<file path="src/rtl/uart_cmd_assembler.sv">
// Assembles UART receiver bytes into 16-bit commands, high byte first.
// Define CMD_TIMEOUT_EN to compile in the inter-byte timeout that drops a stale high byte.
module uart_cmd_assembler #(
    parameter int unsigned TIMEOUT_CYCLES = 260416
) (
    input  logic        clk_i,
    input  logic        rst_ni,
    input  logic        rx_rdy_i,
    input  logic [7:0]  rx_data_i,
    output logic        clr_rx_rdy_o,
    input  logic        clr_cmd_rdy_i,
    output logic [15:0] cmd_o,
    output logic        cmd_rdy_o,
    output logic        cmd_ovr_o,
    output logic        cmd_tmo_o
);

    typedef enum logic {
        WAIT_HI,
        WAIT_LO
    } state_e;

    state_e      state_q, state_d;
    logic [7:0]  hi_q, hi_d;
    logic [15:0] cmd_q, cmd_d;
    logic        rdy_q, rdy_d;
    logic        ovr_q, ovr_d;
    logic        expire;

    // Every offered byte is consumed in the cycle it is seen, so the ack is a wire.
    assign clr_rx_rdy_o = rx_rdy_i;

`ifdef CMD_TIMEOUT_EN
    localparam logic [17:0] CntLast = 18'(TIMEOUT_CYCLES - 1);

    logic [17:0] cnt_q, cnt_d;
    logic        tmo_q;

    // An arriving byte takes priority over expiry in the same cycle.
    assign expire = (state_q == WAIT_LO) && !rx_rdy_i && (cnt_q == CntLast);

    always_comb begin
        cnt_d = '0;
        if (state_q == WAIT_LO && !rx_rdy_i && !expire) begin
            cnt_d = (cnt_q == '1) ? cnt_q : cnt_q + 18'd1;
        end
    end

    always_ff @(posedge clk_i or negedge rst_ni) begin
        if (!rst_ni) begin
            cnt_q <= '0;
            tmo_q <= 1'b0;
        end else begin
            cnt_q <= cnt_d;
            tmo_q <= expire;
        end
    end

    assign cmd_tmo_o = tmo_q;
`else
    assign expire    = 1'b0;
    assign cmd_tmo_o = 1'b0;
`endif

    always_comb begin
        state_d = state_q;
        hi_d    = hi_q;
        cmd_d   = cmd_q;
        rdy_d   = rdy_q;
        ovr_d   = ovr_q;
        if (clr_cmd_rdy_i) begin
            rdy_d = 1'b0;
            ovr_d = 1'b0;
        end
        unique case (state_q)
            WAIT_HI: begin
                if (rx_rdy_i) begin
                    hi_d    = rx_data_i;
                    state_d = WAIT_LO;
                end
            end
            WAIT_LO: begin
                // A completion overrides a simultaneous acknowledge.
                if (rx_rdy_i) begin
                    cmd_d   = {hi_q, rx_data_i};
                    rdy_d   = 1'b1;
                    ovr_d   = rdy_q & ~clr_cmd_rdy_i;
                    state_d = WAIT_HI;
                end else if (expire) begin
                    hi_d    = 8'h00;
                    state_d = WAIT_HI;
                end
            end
            default: state_d = WAIT_HI;
        endcase
    end

    always_ff @(posedge clk_i or negedge rst_ni) begin
        if (!rst_ni) begin
            state_q <= WAIT_HI;
            hi_q    <= 8'h00;
            cmd_q   <= 16'h0000;
            rdy_q   <= 1'b0;
            ovr_q   <= 1'b0;
        end else begin
            state_q <= state_d;
            hi_q    <= hi_d;
            cmd_q   <= cmd_d;
            rdy_q   <= rdy_d;
            ovr_q   <= ovr_d;
        end
    end

    assign cmd_o     = cmd_q;
    assign cmd_rdy_o = rdy_q;
    assign cmd_ovr_o = ovr_q;

endmodule
</file>
<file path="config.mk">
export PLATFORM = sky130hd
export DESIGN_NAME = uart_cmd_assembler
export DESIGN_NICKNAME = d
export VERILOG_FILES = /design/src/rtl/uart_cmd_assembler.sv
export SDC_FILE = /design/constraint.sdc
export NUM_CORES = 1
export LEC_CHECK = 0
export BUFFER_PORTS_ARGS = -buffer_cell sky130_fd_sc_hd__buf_2
export CAP_MARGIN = 10
export CORE_UTILIZATION = 40
export CTS_CLUSTER_SIZE = 10
export DETAILED_ROUTE_END_ITERATION = 8
export PLACE_DENSITY_LB_ADDON = 0.15
export SLEW_MARGIN = 20
export SYNTH_ARGS = -nofsm -noshare
export SYNTH_HDL_FRONTEND = slang
export SYNTH_SLANG_ARGS = --single-unit
</file>
<file path="constraint.sdc">
create_clock -name clk_i -period 1.7 [get_ports clk_i]
set_input_delay 0.255 -clock clk_i [delete_from_list [all_inputs] [get_ports clk_i]]
set_output_delay 0.255 -clock clk_i [all_outputs]
set_load 0.05 [all_outputs]
</file>
==> results.json, run 1 <==
{
  "drv_slew": 0,
  "cp-start-kind": "flip-flop",
  "port_buffers": 30,
  "crit_buf_inv": 1,
  "ant_nets": 0,
  "ctsResizeCount": 0,
  "wl_per_cell_um": 12.82,
  "fin_skew_ns": 0.003802,
  "track_usage": 0.1257,
  "ys.flop_type": "dfrtp_1",
  "cts_htree_levels": 1,
  "setup_viol": 0,
  "path_max_fanout": 8,
  "die_w_um": 54.59,
  "hp-class": "in -> reg",
  "crit_slowest_cell": "dfrtp_1",
  "io_pins": 32,
  "yosysTopAreaCell": "dfrtp_1",
  "rsz0062_at_grt": "no",
  "hold_viol": 0,
  "drt-initial-drc-count": 4,
  "finalCriticalPeriod_ns": 1.351,
  "tritoncts": "built",
  "synth_commonest_cells": "dfrtp_1 (27), mux2_2 (14), mux2_4 (10), nand2b_1 (3)",
  "postCtsHoldBufs": 1,
  "yosysSeqAreaShare": 0.6109,
  "cts_setup_buffers": 0,
  "design.core.area_um2": 2545,
  "die-area_um2": 2980,
  "critical_path.top_delay_family": "flip-flops",
  "timing.rr.start": "state_q",
  "syn_nets": 80,
  "max_slew_margin": 0.6095,
  "viasPerCell": 4.773,
  "cts_buffer_depth": 2,
  "num_antenna_cells": 0,
  "grt_pass1_wl_um": 2553,
  "start_util": 0.4346,
  "worstHoldStart": "rx_data_i[4]",
  "numCtsBuffers": 3,
  "yosysMostFrequentCell": "dfrtp_1",
  "synth_area_per_cell_um2": 16.76,
  "drv_cap": 0,
  "critPathRequiredTime_ns": 1.90,
  "cp_slowest_stage_delay_ns": 0.41,
  "max_freq_ghz": 0.7404,
  "drive_above_1_share": 0.6020,
  "timing.final.crit_share": 0.7945,
  "nets": 113,
  "netlist_area_um2": 1106,
  "drt_wl_total_um": 1641,
  "clkTransAtPathRegs_ns": 0.13,
  "drt-pass1-iter-count": 2,
  "synth_cells": 66,
  "root_buffer": "clkbuf_4",
  "num_vias": 611,
  "antenna_found_initial": 0,
  "clock_latency_ns": 0.31,
  "cts.sinks": 27,
  "startpoint": "state_q",
  "synth_cell_type_count": 13,
  "placementRows": 18,
  "gr-total-overflow": 0,
  "die_y_um": 54.59,
  "grt_pass1_vias": 560,
  "drc": 0,
  "crit_type": "reg -> reg",
  "tightestPinTransition_ns": 0.5857,
  "synth_edf_count": 0,
  "hpwlAfterDp_um": 1215,
  "finalSetupTns_ns": 0,
  "synth_seq_cells": 27,
  "area_growth_pct": 16.97,
  "cp_data_arrival_time_ns": 1.55,
  "end_kind": "flip-flop",
  "synth.top_cell.area_share": 0.6109,
  "async_flop_share": 1.000,
  "status": "completed",
  "place.gp.congestion": 0.6441,
  "ys_warn_count": 0,
  "synthTopCellsByArea": "dfrtp_1 (61%), mux2_2 (14%), mux2_4 (14%), ha_1 (2.3%), buf_12 (1.8%)",
  "final_core_utilization": 0.5084,
  "crit_chain": "inv_1, ha_1, mux2_2",
  "grt_max_degree": 28
}
cell usage in the layout (no fill, tap or decap):
cell type / instances
inv_1: 2
mux2_2: 14
clkbuf_4: 3
mux2_4: 10
buf_2: 30
mux2i_1: 1
dfrtp_1: 27
clkbuf_1: 1
buf_4: 2
dlygate4sd3_1: 1
ha_1: 2
nand2b_1: 3
conb_1: 1
and2_1: 1
per-stage QoR:
step	instances	worst slack [ns]	instance area, um^2	hold WS [ns]
3_3_place_gp	123	0.4315	1257	0.2921
2_1_floorplan	66	0.4726	1106	-0.04059
6_report	128	0.3493	1294	0.1775
4_1_cts	128	0.3551	1294	0.1655
5_1_grt	128	0.2807	1294	0.1575
3_5_place_dp	123	0.3679	1257	0.2979
path summary, 6_finish.rpt:
path	cells after the start	to	slack [ns]
worst min register to register	1	cmd_o[7]	0.52
min in group asynchronous	2	cmd_o[4]	0.46
worst max-delay path	3	hi_q[6]	0.35
worst max register to register	3	hi_q[6]	0.35
worst min-delay path	2	cmd_o[4]	0.18
max in group asynchronous	2	cmd_o[9]	0.86
cell families after synthesis:
kind of cell,Yosys count,share of synthesized area
other,1,0.003390
and+or+nand+nor,4,0.02263
DFF,27,0.6109
buffers and inverters,7,0.05316
adders and majority gates,2,0.02262
muxes,25,0.2873
layout make-up:
type	instances	area, um^2
clock buffers	4	26.28
fillers	231	1251
inverters	2	7.507
multi-input cells	32	371.6
flip-flops and latches	27	675.6
well taps	30	37.54
repair buffers	33	175.2
state kept, by name, summed over array words and instances, names as in the netlist:
name	count
cmd_o	16
cmd_ovr_o	1
cmd_rdy_o	1
hi_q	8
state_q	1
metal layers:
metal,GRT usage,part of all wire,vias to the layer above
li1,-,-,283
met3,0.02500,0.049,2
met4,0.05128,0.0091,0
met5,0,0,-
met1,0.1758,0.46,309
met2,0.1888,0.48,17
Power of run 1 is left out: the tool's default activity adds up to more than one toggle a clock period on the data nets, which glitch-free logic cannot reach.
==> run 2: changes to the inputs <==
==> constraint.sdc (replaced) <==
create_clock -name clk_i -period 1.1 [get_ports clk_i]
set_input_delay 0.165 -clock clk_i [delete_from_list [all_inputs] [get_ports clk_i]]
set_output_delay 0.165 -clock clk_i [all_outputs]
set_load 0.05 [all_outputs]
==> run 2 against run 1 <==
Compared with the run above: sequential share of layout area decreased by 10 points; critical endpoint is now cmd_o[11]; register-to-register slack worse by 0.44 ns; die area did not move; critical path depth is the same; the run now ends with negative setup slack left; maximum frequency increased by 13%.
==> results.json, run 2 (synthesis results as in run 1) <==
{
  "placementRows": 18,
  "tritoncts": "built",
  "crit_slowest_cell": "dfrtp_1",
  "violations": "negative setup slack",
  "setup_viol": 24,
  "hp-class": "in -> reg",
  "fin_area_um2": 1609,
  "worst_r2r_path_depth": 3,
  "finalCriticalPeriod_ns": 1.195,
  "final_cell_mix": "dfrtp_1 (27), mux2_4 (21), buf_6 (20)",
  "root_buffer": "clkbuf_4",
  "start_util": 0.4346,
  "hold_viol": 0,
  "drv_slew": 0,
  "cts.sinks": 27,
  "grt_max_degree": 16,
  "numCtsBuffers": 3,
  "path_max_fanout": 10,
  "drt-initial-drc-count": 2,
  "drive_above_1_share": 0.6818,
  "nets": 125,
  "placed_cell_area_um2": 1353,
  "crit_type": "reg -> reg",
  "cts_htree_levels": 1,
  "grt_use_met2": 0.2249,
  "crit_chain": "ha_4, buf_12, mux2_2",
  "final_core_utilization": 0.6323,
  "num_vias": 658,
  "rrSetupSlack_ns": -0.09,
  "final_common_cell": "dfrtp_1",
  "holdWs_ns": 0.07392,
  "die-area_um2": 2980,
  "port_buffers": 30,
  "hpwlAfterDp_um": 1258,
  "holdPathEnd": "hi_q[7]",
  "timing.final.crit_share": 1.086,
  "worstHoldStart": "rx_data_i[7]",
  "timing.rr.start": "state_q",
  "track_usage": 0.1413,
  "end_kind": "flip-flop",
  "top_usage_layer": "met2",
  "whs_path_depth": 2,
  "fin_skew_ns": 0.004134,
  "viasPerCell": 4.700,
  "largest_register_ffs": 16,
  "status": "complete, but fails checks",
  "design.core.area_um2": 2545,
  "worstReg2RegEnd": "cmd_o[11]",
  "max_freq_ghz": 0.8368,
  "die_y_um": 54.59,
  "cp-start-kind": "flip-flop",
  "grtUsageMet3": 0.05833,
  "place.gp.congestion": 0.6340,
  "cp_data_arrival_time_ns": 1.42,
  "ant_nets": 0,
  "drt-pass1-iter-count": 3,
  "gr-total-overflow": 0,
  "area_growth_pct": 45.47,
  "place_ws_ns": -0.1166,
  "io_pins": 32,
  "rsz0062_at_grt": "yes",
  "clock_latency_ns": 0.32,
  "drv_cap": 0,
  "critPathRequiredTime_ns": 1.32,
  "wl_per_cell_um": 13.29,
  "drc": 0,
  "antenna_found_initial": 0,
  "die_w_um": 54.59,
  "drt_wl_total_um": 1861,
  "grt_pass1_vias": 646,
  "setup_ws_ns": -0.09498,
  "num_antenna_cells": 0,
  "cts_buffer_depth": 2,
  "grt_use_met1": 0.1752,
  "cp_slowest_stage_delay_ns": 0.44,
  "grt_pass1_wl_um": 2856,
  "clkTransAtPathRegs_ns": 0.14
}
run 2: repair_timing:
action                                 CTS  global route
endpoints found under the hold margin   27             0
setup buffers                            4             5
setup endpoints to repair               42            42
pin swaps                                1             0
hold buffers                             1             0
gates resized for setup                 27            17
run 2: layout make-up:
type / instances / area (um^2)
Tap cell: 30 / 37.54
Timing Repair Buffer: 45 / 422.9
Fill cell: 184 / 935.9
Sequential cell: 27 / 675.6
Inverter: 2 / 7.507
Multi-Input combinational cell: 32 / 437.9
Clock buffer: 3 / 22.52
Clock inverter: 1 / 5.005
run 2: worst max-delay path by stage:
| stage | startpoint | to | slack (ns) | depth (start not counted) |
|---|---|---|---|---|
| final | state_q | cmd_o[11] | -0.09 | 3 |
| after global placement | state_q | hi_q[5] | -0.1 | 4 |
| after global routing | state_q | cmd_o[11] | -0.13 | 3 |
| after CTS | state_q | cmd_o[11] | -0.13 | 3 |
| after floorplan | state_q | cmd_o[0] | -0.11 | 4 |
| after detailed placement | state_q | hi_q[0] | -0.12 | 4 |
run 2: metal layers:
| layer | share of wire | vias up |
|---|---|---|
| met5 | 0 | - |
| met4 | 0.0054 | 0 |
| met3 | 0.049 | 2 |
| met2 | 0.47 | 20 |
| met1 | 0.48 | 330 |
| li1 | - | 306 |
run 2: worst max-delay path: cells and delay by family (launching register included):
family     cells  cell delay [ns]
flops          1             0.44
mux            1             0.33
fa+ha+maj      1             0.18
buf+inv        1             0.14
run 2: per-stage QoR:
step / TNS (ns) / instances
after global placement: -1.346 / 126
after detailed placement: -1.891 / 126
after global routing: -2.649 / 140
after floorplan: -1.423 / 66
final: -1.761 / 140
after CTS: -2.244 / 135
Power of run 2 is left out for the same reason.
